File: src/rtl/pipe_register_if.sv
// Valid/ready handshake bundle for the elastic pipeline register.
// The producer side is in_*, the consumer side is out_*.
interface pipe_register_if #(
   parameter int WIDTH = 8
) ();
   logic [WIDTH-1:0] in_data;
   logic             in_valid;
   logic             in_ready;
   logic [WIDTH-1:0] out_data;
   logic             out_valid;
   logic             out_ready;

   // The environment drives items in and accepts items out
   modport master (
      output in_data,
      output in_valid,
      input  in_ready,
      input  out_data,
      input  out_valid,
      output out_ready
   );

   // The pipeline register accepts items in and presents items out
   modport slave (
      input  in_data,
      input  in_valid,
      output in_ready,
      output out_data,
      output out_valid,
      input  out_ready
   );
endinterface

File: src/rtl/pipe_register.sv
// Elastic pipeline register: STAGES x WIDTH chain with valid/ready at both ends,
// bubble collapsing, synchronous flush and a registered occupancy count.
module pipe_register #(
   parameter int WIDTH  = 8,
   parameter int STAGES = 3
) (
   input  logic                            clk,
   input  logic                            rst,
   input  logic                            flush,
   pipe_register_if.slave                  bus,
   output logic [$clog2(STAGES + 1) - 1:0] count
);

   localparam int CW = $clog2(STAGES + 1);

   logic [WIDTH-1:0]  data_q [STAGES];
   logic [WIDTH-1:0]  data_d [STAGES];
   logic [STAGES-1:0] valid_q;
   logic [STAGES-1:0] valid_d;
   logic [CW-1:0]     count_q;
   logic [CW-1:0]     count_d;
   logic [STAGES-1:0] stageAdv;
   logic              inReady;
   logic              inXfer;
   logic              outXfer;

   // A stage can move only if the consumer takes the head or some stage at or
   // beyond it is empty; computed per stage to keep the ready chain loop-free.
   always_comb begin
      logic allFull;
      allFull  = 1'b1;
      stageAdv = '0;
      for (int i = 0; i < STAGES; i++) begin
         allFull = 1'b1;
         for (int j = i; j < STAGES; j++) begin
            allFull = allFull & valid_q[j];
         end
         stageAdv[i] = bus.out_ready || !allFull;
      end
   end

   assign inReady = stageAdv[0] && !flush;
   assign inXfer  = bus.in_valid && inReady;
   assign outXfer = valid_q[STAGES-1] && bus.out_ready;

   // Every advancing stage pulls from its upstream neighbour; stage 0 pulls from the input
   always_comb begin
      valid_d = valid_q;
      for (int i = 0; i < STAGES; i++) begin
         data_d[i] = data_q[i];
      end
      if (stageAdv[0]) begin
         data_d[0]  = bus.in_data;
         valid_d[0] = inXfer;
      end
      for (int i = 1; i < STAGES; i++) begin
         if (stageAdv[i]) begin
            data_d[i]  = data_q[i-1];
            valid_d[i] = valid_q[i-1];
         end
      end
   end

   // Occupancy tracks transfers directly rather than recounting the valid bits
   always_comb begin
      count_d = count_q + CW'(inXfer) - CW'(outXfer);
   end

   // Flush empties the valid bits but leaves the data registers untouched
   always_ff @(posedge clk) begin
      if (rst) begin
         valid_q <= '0;
         count_q <= '0;
         for (int i = 0; i < STAGES; i++) begin
            data_q[i] <= '0;
         end
      end else if (flush) begin
         valid_q <= '0;
         count_q <= '0;
      end else begin
         valid_q <= valid_d;
         count_q <= count_d;
         for (int i = 0; i < STAGES; i++) begin
            data_q[i] <= data_d[i];
         end
      end
   end

   assign bus.in_ready  = inReady;
   assign bus.out_data  = data_q[STAGES-1];
   assign bus.out_valid = valid_q[STAGES-1];
   assign count         = count_q;

endmodule

File: src/flat_wrapper.sv
// flat-port wrapper written by rule: the top's interface ports become plain ports
module pipe_register_flat 
#(
   parameter int WIDTH  = 8,
   parameter int STAGES = 3
)
  (clk, rst, flush, count, bus_in_data, bus_in_valid, bus_in_ready, bus_out_data, bus_out_valid, bus_out_ready);
  pipe_register_if #(.WIDTH(WIDTH)) bus_i ();
  input  logic clk;
  input  logic rst;
  input  logic flush;
  output logic [$clog2(STAGES + 1) - 1:0] count;
  input wire logic [$bits(bus_i.in_data)-1:0] bus_in_data;
  input wire logic [$bits(bus_i.in_valid)-1:0] bus_in_valid;
  output wire logic [$bits(bus_i.in_ready)-1:0] bus_in_ready;
  output wire logic [$bits(bus_i.out_data)-1:0] bus_out_data;
  output wire logic [$bits(bus_i.out_valid)-1:0] bus_out_valid;
  input wire logic [$bits(bus_i.out_ready)-1:0] bus_out_ready;
  assign bus_i.in_data = bus_in_data;
  assign bus_i.in_valid = bus_in_valid;
  assign bus_in_ready = bus_i.in_ready;
  assign bus_out_data = bus_i.out_data;
  assign bus_out_valid = bus_i.out_valid;
  assign bus_i.out_ready = bus_out_ready;
  pipe_register #(.WIDTH(WIDTH), .STAGES(STAGES)) u_core (.clk(clk), .rst(rst), .flush(flush), .bus(bus_i), .count(count));
endmodule
File: config.mk
export PLATFORM = sky130hd
export DESIGN_NAME = pipe_register_flat
export DESIGN_NICKNAME = d
export VERILOG_FILES = /design/src/rtl/pipe_register_if.sv /design/src/rtl/pipe_register.sv /design/src/flat_wrapper.sv
export SDC_FILE = /design/constraint.sdc
export NUM_CORES = 1
export LEC_CHECK = 0
export CORE_MARGIN = 10
export CORE_UTILIZATION = 43
export CTS_CLUSTER_DIAMETER = 50
export DETAILED_ROUTE_END_ITERATION = 6
export PLACE_DENSITY = 0.66
export REMOVE_ABC_BUFFERS = 1
export SLEW_MARGIN = 20
export SYNTH_ARGS = -nofsm -noshare
export SYNTH_HDL_FRONTEND = slang
export SYNTH_SLANG_ARGS = --single-unit
export TNS_END_PERCENT = 5
File: constraint.sdc
create_clock -name clk -period 2.5 [get_ports clk]
set_input_delay 0.25 -clock clk [delete_from_list [all_inputs] [get_ports clk]]
set_output_delay 0.25 -clock clk [all_outputs]
set_load 0.01 [all_outputs]
-- Word level (Yosys, flattened, before mapping)
Memory sizes are Yosys's and may differ from the RTL's.
Index checks and enable logic that the tools add are counted.
- register bits after elaboration: 5
- RAM bits: 24
- output and inout bits: 12
- word-level logic and storage cells: 35
- memories kept: 1
- memory list (name ; depth ; bits a word ; read ports ; clocked after Yosys merged registers in ; wr ports ; RTL line ; source):
    u_core.data_q ; 3 ; 8 ; 3 ; 0 ; 3 ; pipe_register.sv:16 ; logic [WIDTH-1:0] data_q [STAGES];
- add/sub/neg operators: 2
- multiplexer cells: 11
- bitwise gates (word level): 6
- reductions and logical operators: 11
- operator list (cell ; number):
    $mux 8 ; 6
    $mux 1 ; 5
    $logic_not 1->1 ; 4
    $and 1x1->1 ; 3
    $logic_and 1x1->1 ; 3
    $logic_or 1x1->1 ; 3
    $or 1x1->1 ; 3
    $add 2x1->2 ; 1
    $reduce_or 2->1 ; 1
    $sub 2x1->2 ; 1

-- Longest topological paths before layout
Gate-level depths: netlist of the first run.
- word-level depth: 8
- mapped depth: 6

-- Least setup slack after synthesis of the first run
Ideal clock, no wire load.
- path type: reg-to-reg
- start point: register, netlist name u_core.valid_q[2]
- end point: memory u_core.data_q[0][0] (enable)
- arrival time: 0.995 ns
- setup slack: 1.130 ns
- cell stages (with the launch flop): 3
- path buffers: 0
- cell sequence: dfxtp_1 and4b_1 o21bai_1
- RTL lines (what ; RTL line):
    end, declared ; pipe_register.sv:16

-- Worst setup path in the final report of the first run
- start point: input bus_out_ready
- end point: output bus_in_ready
- word-level cells in the longest chain between the ends: 2
- ends and longest elaborated chain (what ; RTL line ; source):
    start, declared ; flat_wrapper.sv:18 ; input wire logic [$bits(bus_i.out_ready)-1:0] bus_out_ready;
    $logic_or 1x1->1 ; pipe_register.sv:38 ; stageAdv[i] = bus.out_ready || !allFull;
    $logic_and 1x1->1 ; pipe_register.sv:42 ; assign inReady = stageAdv[0] && !flush;
    end, declared ; flat_wrapper.sv:15 ; output wire logic [$bits(bus_i.in_ready)-1:0] bus_in_ready;
No other way between the ends.

==> PnR_summary.wiki, run 1 <==
{| class="wikitable"
! Metric !! Value
|-
| Share of the yosys chip area belonging to registers || 67.77%
|-
| Post-route total power || 926.2 uW
|-
| Post-detailed-placement half-perimeter wirelength || 1208 um
|-
| Cts repair resizes || 0
|-
| Critical Setup Path Class || primary input to primary output
|-
| Total number of placement rows || 19
|-
| N_diodes || 0
|-
| Vias in the first global route || 610
|-
| Area post-placement || 1475 um2
|-
| Maximum clock skew at final layout || 6.380 ps
|-
| Endpoint with the worst hold slack || u_core.valid_q[1]
|-
| Unrepaired setup endpoints after global routing || false
|-
| Final non-filler cell total || 137
|-
| Hold-fix buffers at CTS || 0
|-
| Count of endpoints failing setup in the final report || 0
|-
| Family with the most delay on the worst path || buffers and inverters
|-
| Post-placement setup slack || 603.5 ps
|-
| Internal reg-to-reg setup slack || 1070 ps
|-
| Final-layout worst hold slack || 477.8 ps
|-
| Detail-routed via count per cell || 4.409
|-
| Area growth syn-to-layout || 26.65%
|-
| # H-tree levels || 2
|-
| Post-synthesis cell type with the largest combined area || sky130_fd_sc_hd__edfxtp_1
|-
| Required time reported for the critical path endpoint || 2250 ps
|-
| Critical-path cell list || clkdlybuf4s50_1, and4b_1, nor2_1, clkdlybuf4s50_1
|-
| Number of cells after detailed placement || 129
|-
| Met3 demand-to-capacity share in global routing || 3.946%
|-
| Worst-path clk slew || 80 ps
|-
| Area contributors post-synth || sky130_fd_sc_hd__edfxtp_1 (60%), sky130_fd_sc_hd__and2_4 (12%), sky130_fd_sc_hd__dfxtp_1 (8.3%), sky130_fd_sc_hd__and2_2 (5.0%), sky130_fd_sc_hd__ha_1 (2.1%)
|-
| Critical path buffer and inverter count || 2
|-
| Post-route worst setup slack || 623.1 ps
|-
| Startpoint of the most critical hold path || u_core.valid_q[0]
|-
| Number of warning messages in the yosys log || 0
|-
| Area fraction of the dominant cell type after synthesis || 59.50%
|-
| Share of final-layout standard cells stronger than drive strength 1 || 31.13%
|-
| Number of cells on the worst reg-to-reg path || 2
|-
| Final count of hold timing violations || 0
|-
| Combined area of all synthesized cells || 1211 um2
|-
| Most frequent cells in the layout || sky130_fd_sc_hd__clkdlybuf4s50_1 (24), sky130_fd_sc_hd__edfxtp_1 (24), sky130_fd_sc_hd__and2_4 (17)
|-
| Die extent in y || 73.07 um
|-
| Count of nets left with antenna violations after detail routing || 0
|-
| Sink Count || 29
|-
| Final weighted congestion of routability-driven global placement || 0.6911
|-
| Core region area || 2734 um2
|-
| Wire length reported by the detailed router || 1625 um
|-
| Wire length of the first global-routing pass || 2760 um
|-
| Worst setup SP type || primary input
|-
| Fin nets || 120
|-
| Top cell by count, worst path || sky130_fd_sc_hd__clkdlybuf4s50_1
|-
| Total of fill cells in the finished design || 234
|-
| Number of cells traversed by the worst hold path || 1
|-
| Crit path capture type || primary output
|-
| VDD IR-drop max || 0.4060 mV
|-
| Core utilization of the finished layout || 56.11%
|-
| Fin area || 1534 um2
|-
| Delay of the slowest critical-path stage || 540 ps
|-
| Number of pins exceeding their max-slew limit in the final report || 0
|-
| Routed wire per std cell || 11.86 um
|-
| Top-level port count || 25
|-
| Arrival time worst endpoint || 1630 ps
|-
| Maximum operating frequency || 532.8 MHz
|-
| Total via count after detailed routing || 604
|-
| Met2 track demand over resource in global routing || 9.551%
|-
| Drt first pass iters || 4
|-
| Final-layout setup total negative slack || 0 ps
|-
| Tot GR Track Use || 6.839%
|-
| Die Wd || 73.07 um
|-
| Number of setup buffers added after CTS || 0
|-
| Launch instance of the worst register-to-register path || u_core.valid_q[2]
|-
| Port buffer count || 24
|-
| Type of the worst min-delay path || flop to flop
|-
| Cell with the largest stage delay on the worst path || sky130_fd_sc_hd__clkdlybuf4s50_1
|-
| Final routed DRC violation total || 0
|-
| Ratio of total power to cell area || 603.8 nW/um2
|-
| Die area || 5339 um2
|-
| Initial DRC Count || 24
|-
| Number of standard cells after synthesis || 75
|-
| Largest net degree at the start of global routing || 29
|-
| Antenna violations before repair || 0
|-
| Master cell of the clock root buffer || sky130_fd_sc_hd__clkbuf_4
|-
| Worst reg2reg path endpoint || u_core.data_q[0][23]
|-
| Deepest clock path buffer count || 2
|-
| Portion of the clock cycle consumed by the worst path in the final layout || 75.08%
|-
| Final critical delay including setup and external delays || 1877 ps
|-
| Status || finished, final reports clean
|-
| Worst slew pin tran || 716.4 ps
|-
| Insertion delay to the later sink of the worst-skew pair || 320 ps
|-
| Number of buffers created by CTS || 5
|-
| Initial core utilization || 44.30%
|-
| Leakage dissipation || 0.6154 nW
|-
| Synthesized flop and latch total || 29
|-
| Overall overflow remaining after global route || 0
|-
| Highest net fanout along the worst path || 4
|-
| Post-synthesis cell type count || 18
|-
| Rel. slew slack || 52.14%
|-
| Clock tree from TritonCTS || yes
|-
| Max cap viols || 0
|-
| Avg Synthesized Cell Area || 16.15 um2
|-
| Met1 Use GR || 7.005%
|-
| Busiest metal layer after global routing || met2
|}
## synthesized netlist by cell type
cell                       instances
sky130_fd_sc_hd__nor3b_1           1
sky130_fd_sc_hd__o21bai_1          3
sky130_fd_sc_hd__dfxtp_1           5
sky130_fd_sc_hd__o21a_1            3
sky130_fd_sc_hd__buf_6             2
sky130_fd_sc_hd__and4b_1           1
sky130_fd_sc_hd__and2_1            1
sky130_fd_sc_hd__nor3_1            1
sky130_fd_sc_hd__ha_1              2
sky130_fd_sc_hd__nor2b_1           1
sky130_fd_sc_hd__and3b_1           1
sky130_fd_sc_hd__xnor3_1           1
sky130_fd_sc_hd__edfxtp_1         24
sky130_fd_sc_hd__and2_2            8
sky130_fd_sc_hd__and2_4           17
sky130_fd_sc_hd__inv_1             2
sky130_fd_sc_hd__nor2_4            1
sky130_fd_sc_hd__nor2_1            1
## worst reg2reg max path: stages, from the launching register on
cell                       delay (ps)
sky130_fd_sc_hd__dfxtp_1          340
sky130_fd_sc_hd__nor2b_1          160
sky130_fd_sc_hd__o21bai_1         570
## kinds of logic after synthesis
kind of cell               share of synthesized area [%]
AOI/OAI and AO/OA                                  3.719
and+or+nand+nor                                    22.11
buffers and inverters                              2.479
xor gates and xnor gates                           1.859
adders and majority gates                          2.066
DFF                                                67.77
## where the power goes
group / switching [mW] / internal, mW / leakage (nW) / total, mW
clock network: 0.143 / 0.138 / 0.0326 / 0.281
logic: 0.0315 / 0.0528 / 0.279 / 0.0843
registers: 0.00732 / 0.554 / 0.304 / 0.561
total: 0.181 / 0.745 / 0.615 / 0.926
## state kept, by name, indices dropped and copies added (netlist names)
signal,cells
u_core.valid_q,3
u_core.count,2
u_core.data_q,24
## worst max path at each step
stage | from | depth (start not counted) | slack [ps] | to
after floorplan | u_core.valid_q[2] | 2 | 1130 | u_core.data_q[0][0]
after global placement | bus_out_ready | 4 | 640 | bus_in_ready
after detailed placement | bus_out_ready | 3 | 600 | u_core.data_q[0][13]
after CTS | bus_out_ready | 4 | 620 | bus_in_ready
after global routing | bus_out_ready | 4 | 540 | bus_in_ready
final | bus_out_ready | 4 | 620 | bus_in_ready
## routing by layer
| layer | routed length (um) | share of wire [%] |
|---|---|---|
| met1 | 694 | 43 |
| met2 | 736 | 45 |
| met3 | 149 | 9.2 |
| met4 | 44 | 2.7 |
| met5 | 0 | 0 |
## cell type report
type / instances / area, um2 / share of cell area [%]
Sequential cell: 29 / 820.8 / 53.51
Multi-Input combinational cell: 42 / 360.3 / 23.49
Timing Repair Buffer: 25 / 247.7 / 16.15
Clock buffer: 8 / 58.81 / 3.834
Tap cell: 31 / 38.79 / 2.529
Inverter: 2 / 7.507 / 0.4894
Note: power is estimated with default switching activity, not from simulation.
==> run 2: changes to the inputs <==
- clock period: 2.5 -> 1.8 ns (I/O delays scaled with it)
==> run 2 against run 1 <==
Against the previous run:
- critical path depth decreased by 3
- die area unchanged
- hold slack about the same
- final area increased by 1.4%
- critical endpoint is now bus_out_valid
- largest power group unchanged
- highest routed layer unchanged
==> PnR_summary.wiki, run 2 (synthesis results as in run 1) <==
{| class="wikitable"
! Metric !! Value
|-
| Status || finished, final reports clean
|-
| Number of flip-flops in the largest register || 24 (unchanged)
|-
| Final count of hold timing violations || 0 (unchanged)
|-
| Port buffer count || 24 (unchanged)
|-
| Drt first pass iters || 4 (unchanged)
|-
| Count of endpoints failing setup in the final report || 0 (unchanged)
|-
| Number of pins exceeding their max-slew limit in the final report || 0 (unchanged)
|-
| Portion of the clock cycle consumed by the worst path in the final layout || 78.87%
|-
| Most frequent cells in the layout || sky130_fd_sc_hd__edfxtp_1 (24), sky130_fd_sc_hd__clkdlybuf4s50_1 (23), sky130_fd_sc_hd__and2_4 (17)
|-
| Final-layout setup total negative slack || 0 ps (unchanged)
|-
| Proportion of power drawn by the clock network || 29.0% (-1.3 points)
|-
| Logic gate share of total power || 9.6% (+0.5 points)
|-
| Family with the most delay on the worst path || buffers and inverters
|-
| Deepest clock path buffer count || 2 (unchanged)
|-
| Worst-path clk slew || 80 ps (about the same)
|-
| Final non-filler cell total || 140 (+2.2%)
|-
| Critical Setup Path Class || flop to primary output
|-
| Internal power summed over all cells || 992.5 uW (+33%)
|-
| Critical-path cell list || clkdlybuf4s50_1
|-
| Maximum operating frequency || 704.4 MHz
|-
| Count of nets left with antenna violations after detail routing || 0 (unchanged)
|-
| Area growth syn-to-layout || 28.41%
|-
| Worst slew pin tran || 481.9 ps (-234.6 ps)
|-
| Unrepaired setup endpoints after global routing || false
|-
| Antenna violations before repair || 0 (unchanged)
|-
| Die extent in y || 73.07 um (unchanged)
|-
| Final-layout worst hold slack || 478.3 ps (+0.4490 ps)
|-
| Insertion delay to the later sink of the worst-skew pair || 330 ps (about the same)
|-
| Sequential cell fraction of total power || 61.4% (+0.9 points)
|-
| Final weighted congestion of routability-driven global placement || 0.7254 (+5.0%)
|-
| Top-level port count || 25 (unchanged)
|-
| Leakage dissipation || 0.6370 nW (+3.5%)
|-
| Final routed DRC violation total || 0 (unchanged)
|-
| Share of final-layout standard cells stronger than drive strength 1 || 34.86% (+3.7 points)
|-
| Register with the most flip-flops || u_core.data_q
|-
| Routed wire per std cell || 12.00 um (+1.2%)
|-
| Initial DRC Count || 30 (+25%)
|-
| Type of the worst min-delay path || flop to flop
|-
| Vias in the first global route || 639 (+4.8%)
|-
| Crit path capture type || primary output
|-
| Die Wd || 73.07 um (unchanged)
|-
| Delay of the slowest critical-path stage || 550 ps (about the same)
|-
| Die area || 5339 um2 (unchanged)
|-
| Total number of placement rows || 19 (unchanged)
|-
| VDD IR-drop max || 0.6234 mV (+54%)
|-
| Overall overflow remaining after global route || 0 (unchanged)
|-
| Initial core utilization || 44.30% (unchanged)
|-
| Fin nets || 123 (+2.5%)
|-
| Final critical delay including setup and external delays || 1420 ps
|-
| Maximum clock skew at final layout || 11.12 ps (+4.739 ps)
|-
| Wire length reported by the detailed router || 1680 um (+3.4%)
|-
| Number of setup buffers added after CTS || 0 (unchanged)
|-
| Clock tree from TritonCTS || yes
|-
| # H-tree levels || 2 (unchanged)
|-
| Sink Count || 29 (unchanged)
|-
| Highest net fanout along the worst path || 5 (+1)
|-
| Leading cell type in the layout, fill and taps excluded || sky130_fd_sc_hd__edfxtp_1
|-
| Rel. slew slack || 67.80% (+16 points)
|-
| N_diodes || 0 (unchanged)
|-
| Core utilization of the finished layout || 56.89% (+0.78 points)
|-
| Master cell of the clock root buffer || sky130_fd_sc_hd__clkbuf_4
|-
| Internal reg-to-reg setup slack || 460 ps (-610 ps)
|-
| Arrival time worst endpoint || 1240 ps (-390 ps)
|-
| Net switching power || 276.0 uW (+52%)
|-
| Number of buffers created by CTS || 5 (unchanged)
|-
| Largest net degree at the start of global routing || 26 (-10%)
|-
| Number of cells after detailed placement || 132 (+2.3%)
|-
| Tot GR Track Use || 7.149% (+0.31 points)
|-
| Ratio of total power to cell area || 815.7 nW/um2 (+35%)
|-
| Total of fill cells in the finished design || 220 (-6.0%)
|-
| Worst setup SP type || flop
|-
| Critical path buffer and inverter count || 1 (-1)
|-
| Total via count after detailed routing || 628 (+4.0%)
|-
| Detail-routed via count per cell || 4.486 (+1.7%)
|-
| Cell with the largest stage delay on the worst path || sky130_fd_sc_hd__clkdlybuf4s50_1
|-
| Switching fraction of total power || 21.76% (+2.2 points)
|-
| Wire length of the first global-routing pass || 2904 um (+5.2%)
|-
| Max cap viols || 0 (unchanged)
|-
| Required time reported for the critical path endpoint || 1620 ps (-630 ps)
|-
| Core region area || 2734 um2 (unchanged)
|}
run 2: final cells by class:
| type | count | area [um2] | area share, % |
|---|---|---|---|
| Clock inverter | 3 | 17.52 | 1.126 |
| Inverter | 2 | 7.507 | 0.4827 |
| Sequential cell | 29 | 820.8 | 52.78 |
| Multi-Input combinational cell | 42 | 360.3 | 23.17 |
| Timing Repair Buffer | 28 | 272.8 | 17.54 |
| Clock buffer | 5 | 37.54 | 2.414 |
| Tap cell | 31 | 38.79 | 2.494 |
run 2: repair_timing:
| item | 4_1_cts | 5_1_grt |
|---|---|---|
| hold buffers | 0 | 0 |
| resized for setup | 0 | 1 |
| endpoints found under the setup margin | 0 | 1 |
run 2: layer usage:
metal / global-route usage (%) / part of all wire [%] / vias up
met1: 6.452 / 38 / 276
met4: 3.797 / 0.77 / 0
met3: 5.714 / 12 / 2
met2: 11.17 / 50 / 22
li1: - / - / 328
met5: 0 / 0 / -
run 2: stage by stage:
step,power [mW],cell area [um2],setup slack [ps]
4_1_cts,1.290,1553,21.07
3_3_place_gp,0.9151,1498,72.74
5_1_grt,1.330,1555,255.1
3_5_place_dp,0.9205,1498,21.04
6_report,1.269,1555,380.3
2_1_floorplan,0.8463,1189,430.1
run 2: power by group through the flow:
stage | clock network (mW) | registers, mW | logic (mW)
global placement | 0 | 0.793 | 0.122
global route | 0.412 | 0.784 | 0.133
CTS | 0.385 | 0.780 | 0.125
finish | 0.368 | 0.779 | 0.122
floorplan | 0 | 0.800 | 0.0462
detailed placement | 0 | 0.795 | 0.125
run 2: path summary, 6_finish.rpt:
path                     startpoint                end  cells past startpoint
hold / removal    u_core.valid_q[0]  u_core.valid_q[1]                      1
setup reg to reg  u_core.valid_q[2]    u_core.count[1]                      5
hold reg to reg   u_core.valid_q[0]  u_core.valid_q[1]                      1
setup / recovery  u_core.valid_q[2]      bus_out_valid                      1
==> run 3: changes to the inputs <==
- clock period: 1.8 -> 1.4 ns (I/O delays scaled with it)
==> run 3 against run 2 <==
Against the previous run:
- utilization is 0.78 points higher
- register-to-register slack worse by 380 ps
- via count is 4.5% higher
- critical path depth is 5 higher
- non-clock buffer count is 3 higher
- total power is 28% higher
- clock power is 25% higher
- setup slack worse by 320 ps
- combinational power is 30% higher
- highest routed layer unchanged
- final area is 1.4% higher
- global-route usage is 0.058 points higher
- first-iteration DRC count is 47% higher
==> PnR_summary.wiki, run 3 (synthesis results as in run 1) <==
{| class="wikitable"
! Metric !! Value
|-
| Status || finished, final reports clean
|-
| Routed wire per std cell || 12.10 um (+0.82%)
|-
| VDD IR-drop max || 0.7214 mV (+16%)
|-
| Area growth syn-to-layout || 30.17%
|-
| Insertion delay to the later sink of the worst-skew pair || 330 ps (about the same)
|-
| Switching fraction of total power || 20.56% (-1.2 points)
|-
| # H-tree levels || 2 (unchanged)
|-
| N_diodes || 0 (unchanged)
|-
| Die area || 5339 um2 (unchanged)
|-
| Deepest clock path buffer count || 2 (unchanged)
|-
| Max cap viols || 0 (unchanged)
|-
| Arrival time worst endpoint || 1590 ps (+350 ps)
|-
| Logic gate share of total power || 9.7% (about the same)
|-
| Portion of the clock cycle consumed by the worst path in the final layout || 95.50%
|-
| Most frequent cells in the layout || sky130_fd_sc_hd__edfxtp_1 (24), sky130_fd_sc_hd__clkdlybuf4s50_1 (19), sky130_fd_sc_hd__and2_4 (17)
|-
| Final non-filler cell total || 143 (+2.1%)
|-
| Required time reported for the critical path endpoint || 1660 ps (+40 ps)
|-
| Sequential cell fraction of total power || 61.8% (+0.4 points)
|-
| Highest routing layer actually used || met4
|-
| Initial core utilization || 44.30% (unchanged)
|-
| Count of endpoints failing setup in the final report || 0 (unchanged)
|-
| Initial DRC Count || 44 (+47%)
|-
| Total number of placement rows || 19 (unchanged)
|-
| Final critical delay including setup and external delays || 1337 ps
|-
| Detail-routed via count per cell || 4.587 (+2.3%)
|-
| Port buffer count || 24 (unchanged)
|-
| Overall overflow remaining after global route || 0 (unchanged)
|-
| Met2 WL || 816 um (-2.0%)
|-
| Proportion of power drawn by the clock network || 28.4% (-0.6 points)
|-
| Worst setup SP type || primary input
|-
| Wire length reported by the detailed router || 1730 um (+3.0%)
|-
| Register with the most flip-flops || u_core.data_q
|-
| Leading cell type in the layout, fill and taps excluded || sky130_fd_sc_hd__edfxtp_1
|-
| Rel. slew slack || 63.64% (-4.2 points)
|-
| Internal power summed over all cells || 1.287 mW (+30%)
|-
| Die extent in y || 73.07 um (unchanged)
|-
| Routed length on met3 || 169 um (-16%)
|-
| Vias in the first global route || 636 (-0.47%)
|-
| Clock tree from TritonCTS || yes
|-
| Critical Setup Path Class || primary input to flop
|-
| Number of pins exceeding their max-slew limit in the final report || 0 (unchanged)
|-
| Tot GR Track Use || 7.206% (+0.058 points)
|-
| Antenna violations before repair || 0 (unchanged)
|-
| Wire length of the first global-routing pass || 2849 um (-1.9%)
|-
| Crit path capture type || flop
|-
| Final weighted congestion of routability-driven global placement || 0.7282 (+0.39%)
|-
| Count of nets left with antenna violations after detail routing || 0 (unchanged)
|-
| Final-layout setup total negative slack || 0 ps (unchanged)
|-
| Master cell of the clock root buffer || sky130_fd_sc_hd__clkbuf_4
|-
| Drt first pass iters || 4 (unchanged)
|-
| Final count of hold timing violations || 0 (unchanged)
|-
| Number of cells after detailed placement || 135 (+2.3%)
|-
| Total via count after detailed routing || 656 (+4.5%)
|-
| Number of setup buffers added after CTS || 0 (unchanged)
|-
| Unrepaired setup endpoints after global routing || false
|-
| Post-detailed-placement half-perimeter wirelength || 1290 um
|-
| Number of flip-flops in the largest register || 24 (unchanged)
|-
| Worst-path clk slew || 80 ps (about the same)
|-
| Leakage dissipation || 0.6960 nW (+9.3%)
|-
| Maximum clock skew at final layout || 8.284 ps (-2.836 ps)
|-
| Highest net fanout along the worst path || 4 (-1)
|-
| Sink Count || 29 (unchanged)
|-
| Core utilization of the finished layout || 57.67% (+0.78 points)
|-
| Net switching power || 332.9 uW (+21%)
|-
| Die Wd || 73.07 um (unchanged)
|-
| Share of final-layout standard cells stronger than drive strength 1 || 36.61% (+1.7 points)
|-
| Maximum operating frequency || 748.0 MHz
|-
| Type of the worst min-delay path || primary input to flop
|-
| Fin nets || 126 (+2.4%)
|-
| Number of buffers created by CTS || 5 (unchanged)
|-
| Worst slew pin tran || 544.1 ps (+62.26 ps)
|-
| Final routed DRC violation total || 0 (unchanged)
|-
| Final-layout worst hold slack || 455.8 ps (-22.44 ps)
|-
| Ratio of total power to cell area || 1027 nW/um2 (+26%)
|-
| Largest net degree at the start of global routing || 29 (+12%)
|-
| Met1 wire length || 704 um (+11%)
|-
| Top-level port count || 25 (unchanged)
|-
| Core region area || 2734 um2 (unchanged)
|}
==> run 3: area by class of cell <==
class | count | area, um2
clock buffer | 8 | 48.80
fill | 239 | 1157
timing repair buffer | 31 | 294.0
tap | 31 | 38.79
inverter | 2 | 7.507
sequential | 29 | 822.0
multi-input combinational | 42 | 365.4
==> run 3: stage by stage <==
step           power [mW]  cell area, um2  setup slack [ps]
2_1_floorplan       1.088            1189             30.09
3_3_place_gp        1.179            1520            -232.1
3_5_place_dp        1.185            1520            -295.5
4_1_cts             1.642            1569             26.08
5_1_grt             1.704            1577             2.575
6_report            1.620            1577             63.05
==> run 3: path summary, 6_finish.rpt <==
check	startpoint	to	slack (ps)	cells past startpoint
hold / removal	bus_in_valid	u_core.valid_q[0]	460	2
setup reg to reg	u_core.valid_q[0]	u_core.count[1]	80	5
setup / recovery	bus_out_ready	u_core.count[1]	60	6
hold reg to reg	u_core.valid_q[0]	u_core.valid_q[1]	480	1
==> run 3: repair_timing <==
item,in CTS,in global routing
endpoints found under the setup margin,3,5
pin swaps,1,1
gates resized for setup,4,5
hold buffers,0,0
endpoints found under the hold margin,0,0
==> run 3: layer usage <==
metal | vias to the layer above | GRT usage, %
met5 | - | 0
met3 | 5 | 5.578
li1 | 331 | -
met2 | 22 | 10.98
met4 | 0 | 4.430
met1 | 298 | 6.618
==> run 3: power by group through the flow <==
stage / Clock (mW) / Combinational [mW] / Sequential, mW
global route: 0.525 / 0.171 / 1.01
CTS: 0.477 / 0.162 / 1.00
finish: 0.460 / 0.158 / 1.00
global placement: 0 / 0.160 / 1.02
detailed placement: 0 / 0.163 / 1.02
floorplan: 0 / 0.0594 / 1.03
==> run 3: critical path, stage by stage <==
cell and delay, ps:
sky130_fd_sc_hd__clkdlybuf4s50_1 500, sky130_fd_sc_hd__and4b_1 230, sky130_fd_sc_hd__nor3b_1 210, sky130_fd_sc_hd__ha_1 190, sky130_fd_sc_hd__xnor3_1 220, sky130_fd_sc_hd__nor3_2 100
